File: config.mk
export PLATFORM = sky130hd
export DESIGN_NAME = vector_writeback_sequencer_flat
export DESIGN_NICKNAME = d
export VERILOG_FILES = /design/src/rtl/vector_writeback_sequencer_if.sv /design/src/rtl/vector_writeback_sequencer.sv /design/src/flat_wrapper.sv
export SDC_FILE = /design/constraint.sdc
export NUM_CORES = 2
export LEC_CHECK = 0
export CAP_MARGIN = 30
export CELL_PAD_IN_SITES_DETAIL_PLACEMENT = 0
export CELL_PAD_IN_SITES_GLOBAL_PLACEMENT = 1
export CORE_MARGIN = 8
export CORE_UTILIZATION = 47
export DETAILED_ROUTE_END_ITERATION = 10
export HOLD_SLACK_MARGIN = 0.05
export PLACE_DENSITY_LB_ADDON = 0.12
export SETUP_SLACK_MARGIN = 0.1
export SLEW_MARGIN = 40
export SYNTH_ARGS = -nofsm -noshare
export SYNTH_HDL_FRONTEND = slang
export SYNTH_SLANG_ARGS = --single-unit
File: constraint.sdc
create_clock -name clk -period 17.8 [get_ports clk]
set_clock_uncertainty 0.15 [all_clocks]
set_input_delay 1.78 -clock clk [delete_from_list [all_inputs] [get_ports clk]]
set_output_delay 1.78 -clock clk [all_outputs]
set_load 0.01 [all_outputs]
File: src/rtl/vector_writeback_sequencer_if.sv
`default_nettype none
// ============================================================================
// Module   : vector_writeback_sequencer_if
// Desc     : ALU result stream and result-memory write bus of the writeback
//            sequencer; master is the sequencer, slave the surrounding logic.
// Revision : 1.0
// ============================================================================
interface vector_writeback_sequencer_if #(
  parameter int W          = 512,
  parameter int ADDR_WIDTH = 32
);
  logic                  in_valid;
  logic [W-1:0]          in_data;
  logic                  in_ready;
  logic                  read_again;
  logic                  mem_we;
  logic [ADDR_WIDTH-1:0] mem_addr;
  logic [W-1:0]          mem_wdata;

  modport master (
    input  in_valid, in_data,
    output in_ready, read_again, mem_we, mem_addr, mem_wdata
  );

  modport slave (
    output in_valid, in_data,
    input  in_ready, read_again, mem_we, mem_addr, mem_wdata
  );
endinterface
`default_nettype wire

File: src/rtl/vector_writeback_sequencer.sv
`default_nettype none
// ============================================================================
// Module   : vector_writeback_sequencer
// Desc     : Buffers ALU result words and writes them to sequential memory
//            addresses, pacing operand fetch with read_again credits.
//            Define WB_CYCLE_COUNT_EN to add the cycle_count port.
// Revision : 1.0
// ============================================================================
module vector_writeback_sequencer #(
  parameter int NO_OF_UNITS   = 8,
  parameter int ELEMENT_WIDTH = 64,
  parameter int ADDR_WIDTH    = 32,
  parameter int FIFO_DEPTH    = 4
) (
  input  logic                         clk,
  input  logic                         reset,
  input  logic                         start,
  input  logic [31:0]                  total,
  vector_writeback_sequencer_if.master bus,
  output logic                         busy,
  output logic                         done,
  output logic                         err
`ifdef WB_CYCLE_COUNT_EN
  ,
  output logic [31:0]                  cycle_count
`endif
);

  localparam int c_WORD_W = NO_OF_UNITS * ELEMENT_WIDTH;
  localparam int c_PTR_W  = (FIFO_DEPTH > 1) ? $clog2(FIFO_DEPTH) : 1;
  localparam int c_CNT_W  = c_PTR_W + 1;

  typedef enum logic [1:0] {
    S_IDLE  = 2'd0,
    S_RUN   = 2'd1,
    S_DRAIN = 2'd2,
    S_DONE  = 2'd3
  } state_t;

  state_t              r_state;
  logic [31:0]         r_words;
  logic [31:0]         r_req_cnt;
  logic [31:0]         r_rcv_cnt;
  logic [31:0]         r_wr_cnt;
  logic [c_WORD_W-1:0] r_fifo [FIFO_DEPTH];
  logic [c_PTR_W-1:0]  r_wr_ptr;
  logic [c_PTR_W-1:0]  r_rd_ptr;
  logic [c_CNT_W-1:0]  r_count;
  logic                r_mem_we;
  logic [ADDR_WIDTH-1:0] r_mem_addr;
  logic [c_WORD_W-1:0] r_mem_wdata;
  logic                r_err;

  logic        w_busy;
  logic        w_full;
  logic        w_empty;
  logic        w_push;
  logic        w_pop;
  logic        w_start_ok;
  logic        w_credit;
  logic [31:0] w_start_words;
  logic [31:0] w_outstanding;

  assign w_busy        = (r_state == S_RUN) || (r_state == S_DRAIN);
  assign w_full        = (r_count == c_CNT_W'(FIFO_DEPTH));
  assign w_empty       = (r_count == '0);
  assign w_push        = bus.in_valid && !w_full && w_busy;
  assign w_pop         = !w_empty && w_busy;
  assign w_start_ok    = start && (r_state == S_IDLE);
  assign w_start_words = total / 32'(NO_OF_UNITS);
  assign w_outstanding = r_req_cnt - r_rcv_cnt;

  // Requested-but-unreturned words plus buffered words never exceed the FIFO,
  // so a credited source can never find the buffer full.
  assign w_credit = (r_state == S_RUN) && (r_req_cnt < r_words) &&
                    ((w_outstanding + 32'(r_count)) < 32'(FIFO_DEPTH));

  assign bus.in_ready   = !w_full;
  assign bus.read_again = w_credit;
  assign bus.mem_we     = r_mem_we;
  assign bus.mem_addr   = r_mem_addr;
  assign bus.mem_wdata  = r_mem_wdata;
  assign busy           = w_busy;
  assign done           = (r_state == S_DONE);
  assign err            = r_err;

  always_ff @(posedge clk) begin
    if (w_push) begin
      r_fifo[r_wr_ptr] <= bus.in_data;
    end
  end

  always_ff @(posedge clk) begin
    if (reset) begin
      r_state     <= S_IDLE;
      r_words     <= '0;
      r_req_cnt   <= '0;
      r_rcv_cnt   <= '0;
      r_wr_cnt    <= '0;
      r_wr_ptr    <= '0;
      r_rd_ptr    <= '0;
      r_count     <= '0;
      r_mem_we    <= 1'b0;
      r_mem_addr  <= '0;
      r_mem_wdata <= '0;
      r_err       <= 1'b0;
    end else begin
      case (r_state)
        S_IDLE: begin
          if (w_start_ok) begin
            r_words   <= w_start_words;
            r_req_cnt <= '0;
            r_rcv_cnt <= '0;
            r_wr_cnt  <= '0;
            r_state   <= (w_start_words == 32'd0) ? S_DONE : S_RUN;
          end
        end
        S_RUN: begin
          if (r_req_cnt == r_words) r_state <= S_DRAIN;
        end
        S_DRAIN: begin
          if (r_wr_cnt == r_words) r_state <= S_DONE;
        end
        S_DONE:  r_state <= S_IDLE;
        default: r_state <= S_IDLE;
      endcase

      if (w_credit) r_req_cnt <= r_req_cnt + 32'd1;

      if (w_push) begin
        r_wr_ptr  <= r_wr_ptr + c_PTR_W'(1);
        r_rcv_cnt <= r_rcv_cnt + 32'd1;
      end

      r_mem_we <= w_pop;
      if (w_pop) begin
        r_mem_addr  <= r_wr_cnt[ADDR_WIDTH-1:0];
        r_mem_wdata <= r_fifo[r_rd_ptr];
        r_rd_ptr    <= r_rd_ptr + c_PTR_W'(1);
        r_wr_cnt    <= r_wr_cnt + 32'd1;
      end

      case ({w_push, w_pop})
        2'b10:   r_count <= r_count + c_CNT_W'(1);
        2'b01:   r_count <= r_count - c_CNT_W'(1);
        default: r_count <= r_count;
      endcase

      if (bus.in_valid && (r_state == S_IDLE)) r_err <= 1'b1;
    end
  end

`ifdef WB_CYCLE_COUNT_EN
  logic [31:0] r_cycle_count;

  always_ff @(posedge clk) begin
    if (reset) begin
      r_cycle_count <= '0;
    end else if (w_start_ok) begin
      r_cycle_count <= '0;
    end else if (w_busy) begin
      r_cycle_count <= r_cycle_count + 32'd1;
    end
  end

  assign cycle_count = r_cycle_count;
`endif

endmodule
`default_nettype wire

File: src/flat_wrapper.sv
// flat-port wrapper written by rule: the top's interface ports become plain ports
module vector_writeback_sequencer_flat 
#(
  parameter int NO_OF_UNITS   = 8,
  parameter int ELEMENT_WIDTH = 64,
  parameter int ADDR_WIDTH    = 32,
  parameter int FIFO_DEPTH    = 4
)
  (clk, reset, start, total, busy, done, err, bus_in_valid, bus_in_data, bus_in_ready, bus_read_again, bus_mem_we, bus_mem_addr, bus_mem_wdata);
  vector_writeback_sequencer_if #(.W((512)), .ADDR_WIDTH(ADDR_WIDTH)) bus_i ();
  input  logic clk;
  input  logic reset;
  input  logic start;
  input  logic [31:0] total;
  output logic busy;
  output logic done;
  output logic err;
  input wire logic [$bits(bus_i.in_valid)-1:0] bus_in_valid;
  input wire logic [$bits(bus_i.in_data)-1:0] bus_in_data;
  output wire logic [$bits(bus_i.in_ready)-1:0] bus_in_ready;
  output wire logic [$bits(bus_i.read_again)-1:0] bus_read_again;
  output wire logic [$bits(bus_i.mem_we)-1:0] bus_mem_we;
  output wire logic [$bits(bus_i.mem_addr)-1:0] bus_mem_addr;
  output wire logic [$bits(bus_i.mem_wdata)-1:0] bus_mem_wdata;
  assign bus_i.in_valid = bus_in_valid;
  assign bus_i.in_data = bus_in_data;
  assign bus_in_ready = bus_i.in_ready;
  assign bus_read_again = bus_i.read_again;
  assign bus_mem_we = bus_i.mem_we;
  assign bus_mem_addr = bus_i.mem_addr;
  assign bus_mem_wdata = bus_i.mem_wdata;
  vector_writeback_sequencer #(.NO_OF_UNITS(NO_OF_UNITS), .ELEMENT_WIDTH(ELEMENT_WIDTH), .ADDR_WIDTH(ADDR_WIDTH), .FIFO_DEPTH(FIFO_DEPTH)) u_core (.clk(clk), .reset(reset), .start(start), .total(total), .bus(bus_i), .busy(busy), .done(done), .err(err));
endmodule
Yosys cells after proc, flatten, opt, wreduce, memory -nomap -nowiden:

Memories as Yosys holds them, arrays and structs flattened. A register that Yosys moved wholly into a read port is not among the register bits.
Index checks and enable logic that the tools add are counted.

* register bits: 168
* input port bits: 548
* logic and storage cells: 72
* RAM bits: 2048
* memories kept: 1

Memory list
* u_core.r_fifo: depth 4, width 512, rd ports 1, clocked after Yosys merged registers in 1, wr ports 1, line vector_writeback_sequencer.sv:45 `logic [c_WORD_W-1:0] r_fifo [FIFO_DEPTH];`

* mux-type cells: 13
* add/subtract/negate cells: 9
* equal/unequal tests: 11
* reductions and logical operators: 25
* magnitude comparators: 2

Operator list (count)
* 32-bit two-way mux: 5
* 32-bit by 1-bit adder with 32-bit output, second input constant: 3
* 32-bit by 29-bit equality test with 1-bit output: 2
* 32-bit by 3-bit adder with 32-bit output: 1
* 32-bit zero test: 1
* 32-bit by 29-bit less-than comparator with 1-bit output: 1
* 32-bit by 3-bit less-than comparator with 1-bit output, second input constant: 1
* 32-bit subtractor: 1
* 2-bit nonzero test: 7
* 2-bit two-way mux: 4
* 2-bit case mux with 4 select lines: 1
* 2-bit AND reduction: 4
* 1-bit logical AND: 7
* 2-bit equality test, second input constant: 3
* 3-bit case mux with 2 select lines: 1
* 2-bit by 1-bit adder with 2-bit output, second input constant: 2
* 2-bit by 1-bit equality test with 1-bit output, second input constant: 2
* 2-bit != test, second input constant: 2
* 3-bit by 1-bit adder with 3-bit output, second input constant: 1
* 3-bit equality test, second input constant: 1
* 3-bit zero test: 1
* 3-bit AND reduction: 1
* 3-bit by 1-bit subtractor with 3-bit output, second input constant: 1
* 1-bit zero test: 2
* 4 further kinds: 5

Logic depth before layout (Yosys ltp):

* depth in word-level cells: 6
* gate-level depth with buffers: 17

Worst setup path before layout:

OpenSTA, ideal clock, no wires.

* kind: input to register
* start point: input port bus_in_valid
* end point: memory u_core.r_fifo[1][0] (netlist name) (enable)
* stages on the path: 3
* arrival time: 13.840 ns
* setup slack: 2.867 ns
* data required time: 16.707 ns
* setup time: 0.943 ns
* cell sequence: and3_1 -> clkbuf_1 -> and2_1

* longest elaborated chain between the ends: 4

RTL lines
* start, declared: line flat_wrapper.sv:18 `input wire logic [$bits(bus_i.in_valid)-1:0] bus_in_valid;`
* 1-bit logical AND (2 in a row): line vector_writeback_sequencer.sv:67 `assign w_push = bus.in_valid && !w_full && w_busy;`
* 1-bit two-way mux: line vector_writeback_sequencer.sv:88 `if (w_push) begin`
* 1-bit two-way mux (implied by the code): line vector_writeback_sequencer.sv:89 `r_fifo[r_wr_ptr] <= bus.in_data;`
* end, declared: line vector_writeback_sequencer.sv:45

Every way passes these cells.

Worst setup path in the final report:

* start point: register u_core.r_count[2]
* end point: output port bus_read_again

* longest elaborated chain between the ends: 3

RTL lines
* start, declared: line vector_writeback_sequencer.sv:48 `logic [c_CNT_W-1:0] r_count;`
* start signal, assigned: line vector_writeback_sequencer.sv:144 `2'b10: r_count <= r_count + c_CNT_W'(1);`
* start signal, assigned: line vector_writeback_sequencer.sv:145 `2'b01: r_count <= r_count - c_CNT_W'(1);`
* start signal, assigned: line vector_writeback_sequencer.sv:146 `default: r_count <= r_count;`
* 32-bit by 3-bit adder with 32-bit output: line vector_writeback_sequencer.sv:76 `((w_outstanding + 32'(r_count)) < 32'(FIFO_DEPTH));`
* 32-bit by 3-bit less-than comparator with 1-bit output: line vector_writeback_sequencer.sv:76
* 1-bit logical AND: line vector_writeback_sequencer.sv:75 `assign w_credit = (r_state == S_RUN) && (r_req_cnt < r_words) &&`
* end, declared: line flat_wrapper.sv:21 `output wire logic [$bits(bus_i.read_again)-1:0] bus_read_again;`

Every way passes these cells.

==> flow_summary.yaml <==
worst_setup_path:
  cp_slowest_cell: "clkdlybuf4s50_1"
  crit_path_start_kind: "flip-flop"
  path_class: "flip-flop to primary output"
  ff2ff_path_depth: 15
  cp.depth: 15
  slowest_delay_ps: 670
  worstPathCellList: "inv_1 -> fa_1 -> inv_1 -> ha_1 -> nand4b_1 -> a211oi_2 -> or2_1 -> nor3_1 -> a211o_1 -> nor4_1 -> nand4_1 -> nor4b_1 -> nand3_1 -> inv_1 -> clkdlybuf4s50_1"
  end_kind: "primary output"
  critical_path_buf_inv_count: 4
  crit_family: "simple AND/OR/NAND/NOR gates"
  cp.arrival_ps: 5580
  crit_required_ps: 15870
  cp_max_fo: 7
  timing.critical_path.mode_cell: "inv_1"
logic_synthesis:
  ys_ff_latch: 2728
  synth_seq_area_share_pct: 73.35
  synth_simple_gate_area_share_pct: 6.977
  synth_cell_types: 77
  synth.area.mux_share_pct: 11.41
  yosys.area.top_type_share_pct: 60.06
  synth_top_family_by_area: "multiplexers"
  ys_top_cells_by_area: "edfxtp_1 60%, dfxtp_1 13%, mux4_2 11%"
  synth_xor_area_share_pct: 0.4533
  synth_warnings: 0
  synth_area_um2: 102400
  syn_nets: 7091
  synthFlopType: "edfxtp_1"
  synth_compound_area_share_pct: 4.804
  synth_area_per_cell_um2: 15.90
  synth_top_area_cell: "edfxtp_1"
  synth_cells: 6440
  async_flop_share_pct: 0
  synth_adder_area_share_pct: 1.281
  synth-edff-count: 2048
pwr:
  power_density_nw_per_um2: 136.7
  p_seq_share_pct: 45.6
  leakagePower_nw: 40.25
  fin_total_pwr_mw: 17.25
  internal_power_mw: 12.63
  p_clk_share_pct: 34.1
  pwr-share-comb_pct: 20.4
  p_sw_mw: 4.627
  vdd_drop_max_mv: 0.1072
  swShare_pct: 26.82
grt:
  grt_overflow_total: 0
  grt_pass1_vias: 59180
  grt_use_total_pct: 23.13
  antenna_found_initial: 123
  grt_max_degree: 134
  grt_pass1_wl_mm: 400.5
cts:
  clock_latency_ps: 930
  cts_resized: 0
  cts_hold_buf: 0
  h-tree-depth: 5
  cts_root_buf: "clkbuf_16"
  cts_setup_buffers: 0
  clock-sinks: 2728
  cts_made_buffers: 299
  cts_tree: "yes"
  path_clk_slew_ps: 60
  clockBufferDepth: 4
layout:
  layout_commonest_cell: "edfxtp_1"
  fin_util_pct: 58.18
  stdcell_area_um2: 126200
  layout-drive-gt1-share_pct: 13.63
  fill_cells: 16900
  areaGrowthSynthToFinish_pct: 23.27
  stdcell_count: 10680
  mostFrequentLayoutCells: "2048 x edfxtp_1, 1248 x nand2_1, 1093 x clkdlybuf4s50_1"
  nNetsFinal: 8204
placed_design:
  hpwl_mm: 177.9
  gp_congestion: 0.8025
  pre_cts_slack_ps: 10600
  port_buffers: 1094
  placed_area_um2: 116700
  place_inst: 10100
sta:
  min_period_ps: 7514
  fmax_ghz: 0.1331
  maxSlewHeadroom_pct: 40.49
  final-setup-viol-count: 0
  tightest_slew_ps: 892.7
  tns_ps: 0
  timing.final.crit_share_pct: 42.21
  finalHoldViolCount: 0
  hold_ws_ps: 301.4
  drv_slew: 0
  setup_ws_ps: 10290
  rsz0062_at_grt: "false"
hold_path:
  min_path_cells: 2
  min_path_type: "flip-flop to flip-flop"
floorplanning:
  die_area_um2: 233100
  io_pins: 1098
  start_util_pct: 47.20
  coreArea_um2: 217000
  fp.dieH_um: 482.8
  num_rows: 171
  die_x_um: 482.8
routing:
  top_layer: "met5"
  viasPerCell: 5.503
  drt-wirelength-per-cell_um: 26.02
  drtAntennaViolNets: 0
  finalWirelength_mm: 277.9
  routed-wl-met3_mm: 29.50
  vias: 58780
  drtIter0Drc: 4291
  first_pass_iters: 6
  wl_met1_mm: 110.3
  drc: 0
  wl_met2_mm: 131.0
flow_run:
  maxCapViolCount: 0
run_status:
  status: "finished, final reports clean"
## synth_stat cells (10+ instances only)
| cell | number |
|---|---|
| edfxtp_1 | 2048 |
| nand2_1 | 1248 |
| dfxtp_1 | 680 |
| a21oi_1 | 671 |
| mux4_2 | 512 |
| clkbuf_1 | 274 |
| nor2_1 | 112 |
| ha_1 | 100 |
| inv_1 | 90 |
| buf_1 | 78 |
| nand3_1 | 71 |
| o21ai_0 | 55 |
| xor2_1 | 44 |
| nor4_1 | 38 |
| nor3_1 | 36 |
| nand4_1 | 33 |
| and3_1 | 23 |
| or3_1 | 21 |
| and2_1 | 19 |
| o211ai_1 | 19 |
| nor3b_1 | 18 |
| a211oi_1 | 15 |
| a21bo_2 | 14 |
| o21a_1 | 13 |
| nor4b_1 | 12 |
| a21o_1 | 10 |
| mux2i_1 | 10 |
| nor2b_1 | 10 |
## path summary, 6_finish.rpt
check | endpoint | from | slack (ps)
setup / recovery | bus_read_again | u_core.r_count[2] | 10290
hold / removal | u_core.bus.mem_wdata[166] | u_core.bus.mem_wdata[166] | 300
hold reg to reg | u_core.bus.mem_wdata[166] | u_core.bus.mem_wdata[166] | 300
setup reg to reg | u_core.r_req_cnt[3] | u_core.r_count[2] | 12080
## state kept, by name, indices dropped and copies added, names as in the netlist
signal and cells:
u_core.r_wr_cnt 32, u_core.r_rcv_cnt 32, u_core.bus.mem_we 1, u_core.r_rd_ptr 2, u_core.r_fifo 2048, u_core.r_wr_ptr 2
u_core.bus.mem_addr 32, u_core.r_words 29, u_core.err 1, u_core.bus.mem_wdata 512, u_core.r_req_cnt 32, u_core.r_count 3
u_core.r_state 2
## layer usage
layer,global-route usage [%],vias up
li1,-,26750
met1,29.11,29820
met2,36.84,1637
met3,10.14,454
met4,6.170,122
met5,0,-
## cells by family (layout without fill, tap and decap cells)
kind of cell	Yosys count	in the layout
flip-flops	2728	2728
AND/OR/NAND/NOR	1688	1688
AO/OA/AOI/OAI	883	883
multiplexers	527	527
buffers and inverters	458	1797
adder cells (fa/ha/maj)	103	103
XOR/XNOR	53	53
other	0	48
## power groups by stage
stage               sequential, mW  clock, mW  combinational [mW]
finish                        7.86       5.88                3.51
global route                  7.92       6.26                3.81
CTS                           7.87       6.02                3.59
detailed placement            7.99          0                3.57
global placement              7.97          0                3.53
floorplan                     8.33          0                2.00
## cell type report
type                       count  area (um2)  area share (%)
sequential                  2728       75120           59.51
inverter                      92       357.8          0.2835
antenna                       48       120.1         0.09516
clock buffer                 432        8467           6.708
clock inverter                95       864.6          0.6849
timing repair buffer        1178       12160           9.637
multi-input combinational   3254       25560           20.25
tap                         2854        3571           2.829
## worst min-delay path: stages (launching register included)
cell and delay, ps:
dfxtp_1 300, nand2_1 50, a21oi_1 50
(Power assumes the default switching activity.)
